**src/rtl/load_store_unit_if.sv**
```systemverilog
// Bus bundle between the execute stage / data memory and the load-store unit.
// The master side is the environment: it presents accesses and returns the
// combinational memory read word; the slave side is the load-store unit.
interface load_store_unit_if;
    logic        req_valid;
    logic        req_ready;
    logic        req_load;
    logic        req_store;
    logic [2:0]  funct3;
    logic [31:0] addr;
    logic [31:0] store_data;
    logic [31:0] load_data;
    logic        load_valid;
    logic        fault;
    logic [1:0]  fault_code;
    logic [31:0] mem_address;
    logic [31:0] mem_write_data;
    logic        mem_Memwrite;
    logic        mem_Memread;
    logic [31:0] mem_read_data;

    modport master (
        output req_valid, req_load, req_store, funct3, addr, store_data, mem_read_data,
        input  req_ready, load_data, load_valid, fault, fault_code,
               mem_address, mem_write_data, mem_Memwrite, mem_Memread
    );

    modport slave (
        input  req_valid, req_load, req_store, funct3, addr, store_data, mem_read_data,
        output req_ready, load_data, load_valid, fault, fault_code,
               mem_address, mem_write_data, mem_Memwrite, mem_Memread
    );
endinterface

```
**src/rtl/load_store_unit.sv**
```systemverilog
// RV32I load-store unit in front of a word-wide data memory with a
// combinational read port. Sub-word stores are done as read-modify-write.
//
//   state  | meaning
//   IDLE   | ready for an access; loads and word stores complete here
//   RMW_WR | writing back the merged word of an accepted sb/sh
module load_store_unit #(
    parameter int MEM_WORDS = 32
) (
    input logic              clk,
    input logic              rst_n,
    load_store_unit_if.slave bus
);

    typedef enum logic {
        IDLE   = 1'b0,
        RMW_WR = 1'b1
    } state_t;

    state_t      state;
    state_t      state_next;

    logic        accept;
    logic        is_access;
    logic        f3_ok;
    logic        out_of_range;
    logic        misaligned;
    logic [1:0]  code;
    logic        legal_load;
    logic        legal_store;
    logic        store_word;

    logic [7:0]  lane_byte;
    logic [15:0] lane_half;
    logic [31:0] load_word;
    logic [31:0] merged_word;

    logic [29:0] rmw_index;
    logic [31:0] rmw_word;

    logic        mem_read;
    logic        mem_write;
    logic [31:0] mem_addr_c;
    logic [31:0] mem_wdata_c;

    assign bus.req_ready = rst_n && (state == IDLE);
    assign accept        = bus.req_valid && bus.req_ready;
    assign is_access     = bus.req_load || bus.req_store;

    // Classify the presented access; illegal beats out-of-range beats misaligned.
    always_comb begin
        f3_ok = 1'b0;
        case (bus.funct3)
            3'd0, 3'd1, 3'd2: f3_ok = 1'b1;
            3'd4, 3'd5:       f3_ok = bus.req_load;
            default:          f3_ok = 1'b0;
        endcase
        if (bus.req_load && bus.req_store) begin
            f3_ok = 1'b0;
        end
        out_of_range = ({2'b00, bus.addr[31:2]} >= 32'(MEM_WORDS));
        misaligned   = ((bus.funct3[1:0] == 2'b01) && bus.addr[0]) ||
                       ((bus.funct3[1:0] == 2'b10) && (bus.addr[1:0] != 2'b00));
        code = 2'd0;
        if (!is_access) begin
            code = 2'd0;
        end else if (!f3_ok) begin
            code = 2'd3;
        end else if (out_of_range) begin
            code = 2'd2;
        end else if (misaligned) begin
            code = 2'd1;
        end
    end

    assign legal_load  = accept && bus.req_load  && (code == 2'd0);
    assign legal_store = accept && bus.req_store && (code == 2'd0);
    assign store_word  = (bus.funct3[1:0] == 2'b10);

    // Pick the addressed lane, extend it, and build the merged word for sb/sh.
    always_comb begin
        lane_byte = 8'd0;
        case (bus.addr[1:0])
            2'd0: lane_byte = bus.mem_read_data[7:0];
            2'd1: lane_byte = bus.mem_read_data[15:8];
            2'd2: lane_byte = bus.mem_read_data[23:16];
            2'd3: lane_byte = bus.mem_read_data[31:24];
            default: lane_byte = 8'd0;
        endcase
        lane_half = bus.addr[1] ? bus.mem_read_data[31:16] : bus.mem_read_data[15:0];

        load_word = bus.mem_read_data;
        case (bus.funct3)
            3'd0:    load_word = {{24{lane_byte[7]}}, lane_byte};
            3'd1:    load_word = {{16{lane_half[15]}}, lane_half};
            3'd4:    load_word = {24'd0, lane_byte};
            3'd5:    load_word = {16'd0, lane_half};
            default: load_word = bus.mem_read_data;
        endcase

        merged_word = bus.mem_read_data;
        if (bus.funct3[1:0] == 2'b00) begin
            case (bus.addr[1:0])
                2'd0: merged_word[7:0]   = bus.store_data[7:0];
                2'd1: merged_word[15:8]  = bus.store_data[7:0];
                2'd2: merged_word[23:16] = bus.store_data[7:0];
                2'd3: merged_word[31:24] = bus.store_data[7:0];
                default: merged_word = bus.mem_read_data;
            endcase
        end else if (bus.addr[1]) begin
            merged_word[31:16] = bus.store_data[15:0];
        end else begin
            merged_word[15:0] = bus.store_data[15:0];
        end
    end

    // Next state and memory strobes; everything idles at zero by default.
    always_comb begin
        state_next  = state;
        mem_read    = 1'b0;
        mem_write   = 1'b0;
        mem_addr_c  = 32'd0;
        mem_wdata_c = 32'd0;
        case (state)
            IDLE: begin
                if (legal_load) begin
                    mem_read   = 1'b1;
                    mem_addr_c = {2'b00, bus.addr[31:2]};
                end else if (legal_store) begin
                    mem_addr_c = {2'b00, bus.addr[31:2]};
                    if (store_word) begin
                        mem_write   = 1'b1;
                        mem_wdata_c = bus.store_data;
                    end else begin
                        mem_read   = 1'b1;
                        state_next = RMW_WR;
                    end
                end
            end
            RMW_WR: begin
                mem_write   = 1'b1;
                mem_addr_c  = {2'b00, rmw_index};
                mem_wdata_c = rmw_word;
                state_next  = IDLE;
            end
            default: state_next = IDLE;
        endcase
    end

    // Reset kills the strobes immediately so a pending RMW write is dropped.
    assign bus.mem_Memread    = rst_n && mem_read;
    assign bus.mem_Memwrite   = rst_n && mem_write;
    assign bus.mem_address    = rst_n ? mem_addr_c  : 32'd0;
    assign bus.mem_write_data = rst_n ? mem_wdata_c : 32'd0;

    // State register and the registered load/fault results.
    always_ff @(posedge clk) begin
        if (!rst_n) begin
            state          <= IDLE;
            bus.load_data  <= 32'd0;
            bus.load_valid <= 1'b0;
            bus.fault      <= 1'b0;
            bus.fault_code <= 2'd0;
        end else begin
            state          <= state_next;
            bus.load_valid <= legal_load;
            if (legal_load) begin
                bus.load_data <= load_word;
            end
            bus.fault      <= accept && (code != 2'd0);
            bus.fault_code <= accept ? code : 2'd0;
        end
    end

    // Capture the merged word and its index for the RMW write-back cycle.
    always_ff @(posedge clk) begin
        if (!rst_n) begin
            rmw_index <= 30'd0;
            rmw_word  <= 32'd0;
        end else if (legal_store && !store_word) begin
            rmw_index <= bus.addr[31:2];
            rmw_word  <= merged_word;
        end
    end

endmodule

```
**src/flat_wrapper.sv**
```systemverilog
// flat-port wrapper written by rule: the top's interface ports become plain ports
module load_store_unit_flat 
#(
    parameter int MEM_WORDS = 32
)
  (clk, rst_n, bus_req_valid, bus_req_load, bus_req_store, bus_funct3, bus_addr, bus_store_data, bus_mem_read_data, bus_req_ready, bus_load_data, bus_load_valid, bus_fault, bus_fault_code, bus_mem_address, bus_mem_write_data, bus_mem_Memwrite, bus_mem_Memread);
  load_store_unit_if bus_i ();
  input logic clk;
  input logic rst_n;
  input wire logic [$bits(bus_i.req_valid)-1:0] bus_req_valid;
  input wire logic [$bits(bus_i.req_load)-1:0] bus_req_load;
  input wire logic [$bits(bus_i.req_store)-1:0] bus_req_store;
  input wire logic [$bits(bus_i.funct3)-1:0] bus_funct3;
  input wire logic [$bits(bus_i.addr)-1:0] bus_addr;
  input wire logic [$bits(bus_i.store_data)-1:0] bus_store_data;
  input wire logic [$bits(bus_i.mem_read_data)-1:0] bus_mem_read_data;
  output wire logic [$bits(bus_i.req_ready)-1:0] bus_req_ready;
  output wire logic [$bits(bus_i.load_data)-1:0] bus_load_data;
  output wire logic [$bits(bus_i.load_valid)-1:0] bus_load_valid;
  output wire logic [$bits(bus_i.fault)-1:0] bus_fault;
  output wire logic [$bits(bus_i.fault_code)-1:0] bus_fault_code;
  output wire logic [$bits(bus_i.mem_address)-1:0] bus_mem_address;
  output wire logic [$bits(bus_i.mem_write_data)-1:0] bus_mem_write_data;
  output wire logic [$bits(bus_i.mem_Memwrite)-1:0] bus_mem_Memwrite;
  output wire logic [$bits(bus_i.mem_Memread)-1:0] bus_mem_Memread;
  assign bus_i.req_valid = bus_req_valid;
  assign bus_i.req_load = bus_req_load;
  assign bus_i.req_store = bus_req_store;
  assign bus_i.funct3 = bus_funct3;
  assign bus_i.addr = bus_addr;
  assign bus_i.store_data = bus_store_data;
  assign bus_i.mem_read_data = bus_mem_read_data;
  assign bus_req_ready = bus_i.req_ready;
  assign bus_load_data = bus_i.load_data;
  assign bus_load_valid = bus_i.load_valid;
  assign bus_fault = bus_i.fault;
  assign bus_fault_code = bus_i.fault_code;
  assign bus_mem_address = bus_i.mem_address;
  assign bus_mem_write_data = bus_i.mem_write_data;
  assign bus_mem_Memwrite = bus_i.mem_Memwrite;
  assign bus_mem_Memread = bus_i.mem_Memread;
  load_store_unit #(.MEM_WORDS(MEM_WORDS)) u_core (.clk(clk), .rst_n(rst_n), .bus(bus_i));
endmodule
```
**config.mk**
```make
export PLATFORM = sky130hd
export DESIGN_NAME = load_store_unit_flat
export DESIGN_NICKNAME = d
export VERILOG_FILES = /design/src/rtl/load_store_unit_if.sv /design/src/rtl/load_store_unit.sv /design/src/flat_wrapper.sv
export SDC_FILE = /design/constraint.sdc
export NUM_CORES = 1
export LEC_CHECK = 0
export CELL_PAD_IN_SITES_DETAIL_PLACEMENT = 0
export CELL_PAD_IN_SITES_GLOBAL_PLACEMENT = 1
export CORE_ASPECT_RATIO = 1.2
export CORE_MARGIN = 2
export CORE_UTILIZATION = 32
export DETAILED_ROUTE_END_ITERATION = 7
export GPL_TIMING_DRIVEN = 0
export HOLD_SLACK_MARGIN = 0.15
export PLACE_DENSITY_LB_ADDON = 0.1
export SETUP_SLACK_MARGIN = 0.02
export SYNTH_ARGS = -nofsm -noshare
export SYNTH_HDL_FRONTEND = slang
export SYNTH_SLANG_ARGS = --single-unit
```
**constraint.sdc**
```tcl
create_clock -name clk -period 3.59 [get_ports clk]
set_input_delay 0.718 -clock clk [delete_from_list [all_inputs] [get_ports clk]]
set_output_delay 0.718 -clock clk [all_outputs]
set_load 0.02 [all_outputs]
```
==> qor.tcl <==
set qor(run_status) {completed}
set qor(final_area_um2) 7690
set qor(power.share.clock_pct) 42.2
set qor(power_report.internal_total_mw) 1.89
set qor(detail_route.vias_per_cell) 5.28
set qor(cts_tree) {built}
set qor(wirelength_mm) 20.2
set qor(finalHoldViolations) 0
set qor(grt.total_usage_pct) 23.3
set qor(grt_start_max_net_pins) 17
set qor(dr.first_iter.drc_count) 347
set qor(numPortBuffers) 201
set qor(worst_hold_path_type) {reg -> reg}
set qor(fillCellCount) 1570
set qor(p_seq_share_pct) 44.0
set qor(peakVddDrop_uv) 194
set qor(post-route-util_pct) 49.2
set qor(worst_pin_slew_ns) 1.20
set qor(slew-limit-headroom_pct) 19.9
set qor(placed_cell_area_um2) 7390
set qor(synthArstFlopShare_pct) 0
set qor(path_max_fanout) 8
set qor(clock_path_buffers) 2
set qor(tritoncts.num_buffers) 9
set qor(floorplan.initialDensity_pct) 32.7
set qor(max_frequency_mhz) 284
set qor(critical_path.startpoint_type) {primary input}
set qor(die-area_um2) 17000
set qor(drv_slew) 0
set qor(worst_skew_pair.late_latency_ns) 0.35
set qor(clock-sinks) 99
set qor(antenna_cells) 0
set qor(final_period_minus_worst_setup_slack_ns) 3.52
set qor(cp_arrival_ns) 2.80
set qor(power_switching_share_pct) 24.3
set qor(overflow) 0
set qor(average_instance_area_after_synthesis_um2) 9.16
set qor(setup-violations-final) 0
set qor(floorplan.die.height_um) 142
set qor(synth-seq-cells) 99
set qor(drc) 0
set qor(clk_pin_slew_worst_paths_ns) 0.07
set qor(power_density_nw_per_um2) 325
set qor(weighted_congestion_reported_at_the_end_of_routability_driven_placement) 0.891
set qor(antenna_found_initial) 0
set qor(num_io_pins) 207
set qor(fp-row-count) 50
set qor(htree_levels) 3
set qor(synthDistinctLibCells) 53
set qor(drt-wirelength-per-cell_um) 20.2
set qor(grt_pass1_wl_mm) 30.7
set qor(multi_input_comb_area_um2) 2840
set qor(number_of_global_route_vias_before_repair) 5301
set qor(syn-instance-count) 558
set qor(vias) 5268
set qor(drive_gt1_share_pct) 13.3
set qor(area_delta_synth_final_pct) 50.5
set qor(final_antenna_net_count) 0
set qor(die_x_um) 119
set qor(synth_edf_count) 0
set qor(netlist_area_um2) 5110
set qor(worst_clock_skew_ns) 0.00674
set qor(nets) 890
set qor(leakage_nw) 3.55
set qor(yosys_warnings) 0
set qor(dpl.hpwl_mm) 15.3
set qor(fp.coreArea_um2) 15600
set qor(synth.yosys.seq_area_share_pct) 38.8
set qor(min_period_over_period_pct) 98.0
set qor(power_switching_mw) 0.608
set qor(sequential_cell_area_um2) 1980
set qor(critical_path_required_ns) 2.87
set qor(clk_root_buffer_cell) {clkbuf_16}
set qor(portion_of_total_power_attributed_to_combinational_logic_pct) 13.8
set qor(end_kind) {primary output}
set qor(postCtsHoldBufs) 0
set qor(ys.flop_type) {dfxtp_1}
set qor(max_cap_viol_count) 0
set qor(drtPass1Iterations) 4
set qor(criticalPathCategory) {in -> out}
## placed cells by master, fill, tap and decap left out, drive strengths merged, types with 27 or more instances in the layout
cell           count
nand3             35
mux2i             41
dfxtp             99
and2              27
nor2b             36
clkdlybuf4s50    140
o211a             40
clkbuf            60
nand2             48
a22o              37
buf               57
## power groups by stage
stage	sequential (mW)	clock (mW)	combinational, mW
2_1_floorplan	1.13	0	0.140
3_3_place_gp	1.13	0	0.338
3_5_place_dp	1.13	0	0.339
4_1_cts	1.10	1.08	0.340
5_1_grt	1.10	1.13	0.367
6_report	1.10	1.06	0.345
## kinds of logic (layout without fill, tap and decap cells)
family,count (synthesis),in the layout,synth area share [%]
other,1,2,0.0734
xor gates and xnor gates,1,1,0.171
AOI/OAI and AO/OA,143,143,23.9
muxes,43,43,8.91
buffers and inverters,67,298,6.17
and+or+nand+nor,204,204,22.0
DFF,99,99,38.8
## repair_timing
action                     CTS  global route
gates cloned                 3             0
resized for setup          155            28
setup endpoints to repair   44            30
pin swaps                   13             4
buffers inserted            12             2
## stage by stage
step	cells	total power, mW	setup slack (ns)	hold slack (ns)	TNS [ns]
global route	998	2.59	-0.0181	0.465	-0.0181
CTS	997	2.52	0.0122	0.454	0
finish	998	2.50	0.0709	0.450	0
global placement	968	1.46	-0.959	0.433	-34.01
floorplan	559	1.27	0.309	0.421	0
detailed placement	968	1.46	-0.973	0.435	-35.31
## state kept, by name (all words and copies together), names as in the netlist
name                   cells
u_core.rmw_index          30
u_core.bus.load_valid      1
u_core.rmw_word           32
u_core.bus.fault           1
u_core.bus.fault_code      2
u_core.state               1
u_core.bus.load_data      32
## layout make-up
| class | instances | share of cell area [%] |
|---|---|---|
| Multi-Input combinational cell | 393 | 36.9 |
| Sequential cell | 99 | 25.8 |
| Timing Repair Buffer | 217 | 25.5 |
| Buffer | 54 | 3.63 |
| Tap cell | 208 | 3.38 |
| Clock buffer | 10 | 3.11 |
| Clock inverter | 5 | 1.11 |
| Inverter | 12 | 0.586 |
## path summary, 6_finish.rpt
check | from | endpoint | slack, ns | cells after the start
worst max-delay path | bus_addr[23] | bus_mem_write_data[19] | 0.07 | 10
worst min register to register | u_core.rmw_index[8] | u_core.rmw_index[8] | 0.45 | 1
worst max register to register | u_core.state | u_core.bus.load_data[15] | 1.20 | 8
worst min-delay path | u_core.rmw_index[8] | u_core.rmw_index[8] | 0.45 | 1
## critical path, stage by stage
cell	delay [ns]
clkdlybuf4s50_1	0.43
nor4_2	0.23
nand3_1	0.17
or4_4	0.53
nor2_4	0.12
buf_12	0.13
buf_6	0.12
buf_4	0.10
a22o_1	0.10
buf_2	0.16
## layer usage
metal  wire (um)  part of all wire, %  global-route usage, %
met1        8620                   43                   29.0
met2        9980                   49                   40.7
met3        1280                  6.3                   5.17
met4         311                  1.5                   6.13
met5           0                    0                      0
## synth_stat cells, types with 2 or more instances
cell type	count	area share (%)
inv_1	11	0.81
a2bb2oi_1	8	1.4
o21ai_1	2	0.20
nor2_1	9	0.66
a31oi_1	2	0.24
a22o_1	37	6.3
dfxtp_1	99	39
buf_6	4	0.88
nor3_1	2	0.20
nand2b_1	3	0.37
nor2b_1	36	4.4
clkbuf_1	32	2.4
mux2i_1	41	8.0
nor4_1	7	0.86
or2_2	2	0.24
buf_4	6	0.88
o211a_1	40	7.8
buf_1	4	0.29
o21ai_0	2	0.20
o221ai_1	2	0.34
a21oi_1	4	0.39
a221oi_1	14	2.4
and2_1	27	3.3
nand2_1	48	3.5
and3_1	25	3.1
nand3_1	35	3.4
mux4_2	2	0.88
buf_2	9	0.88
a22oi_1	9	1.3
o22ai_1	13	1.6
No activity file was read; power rests on OpenSTA's default activity.
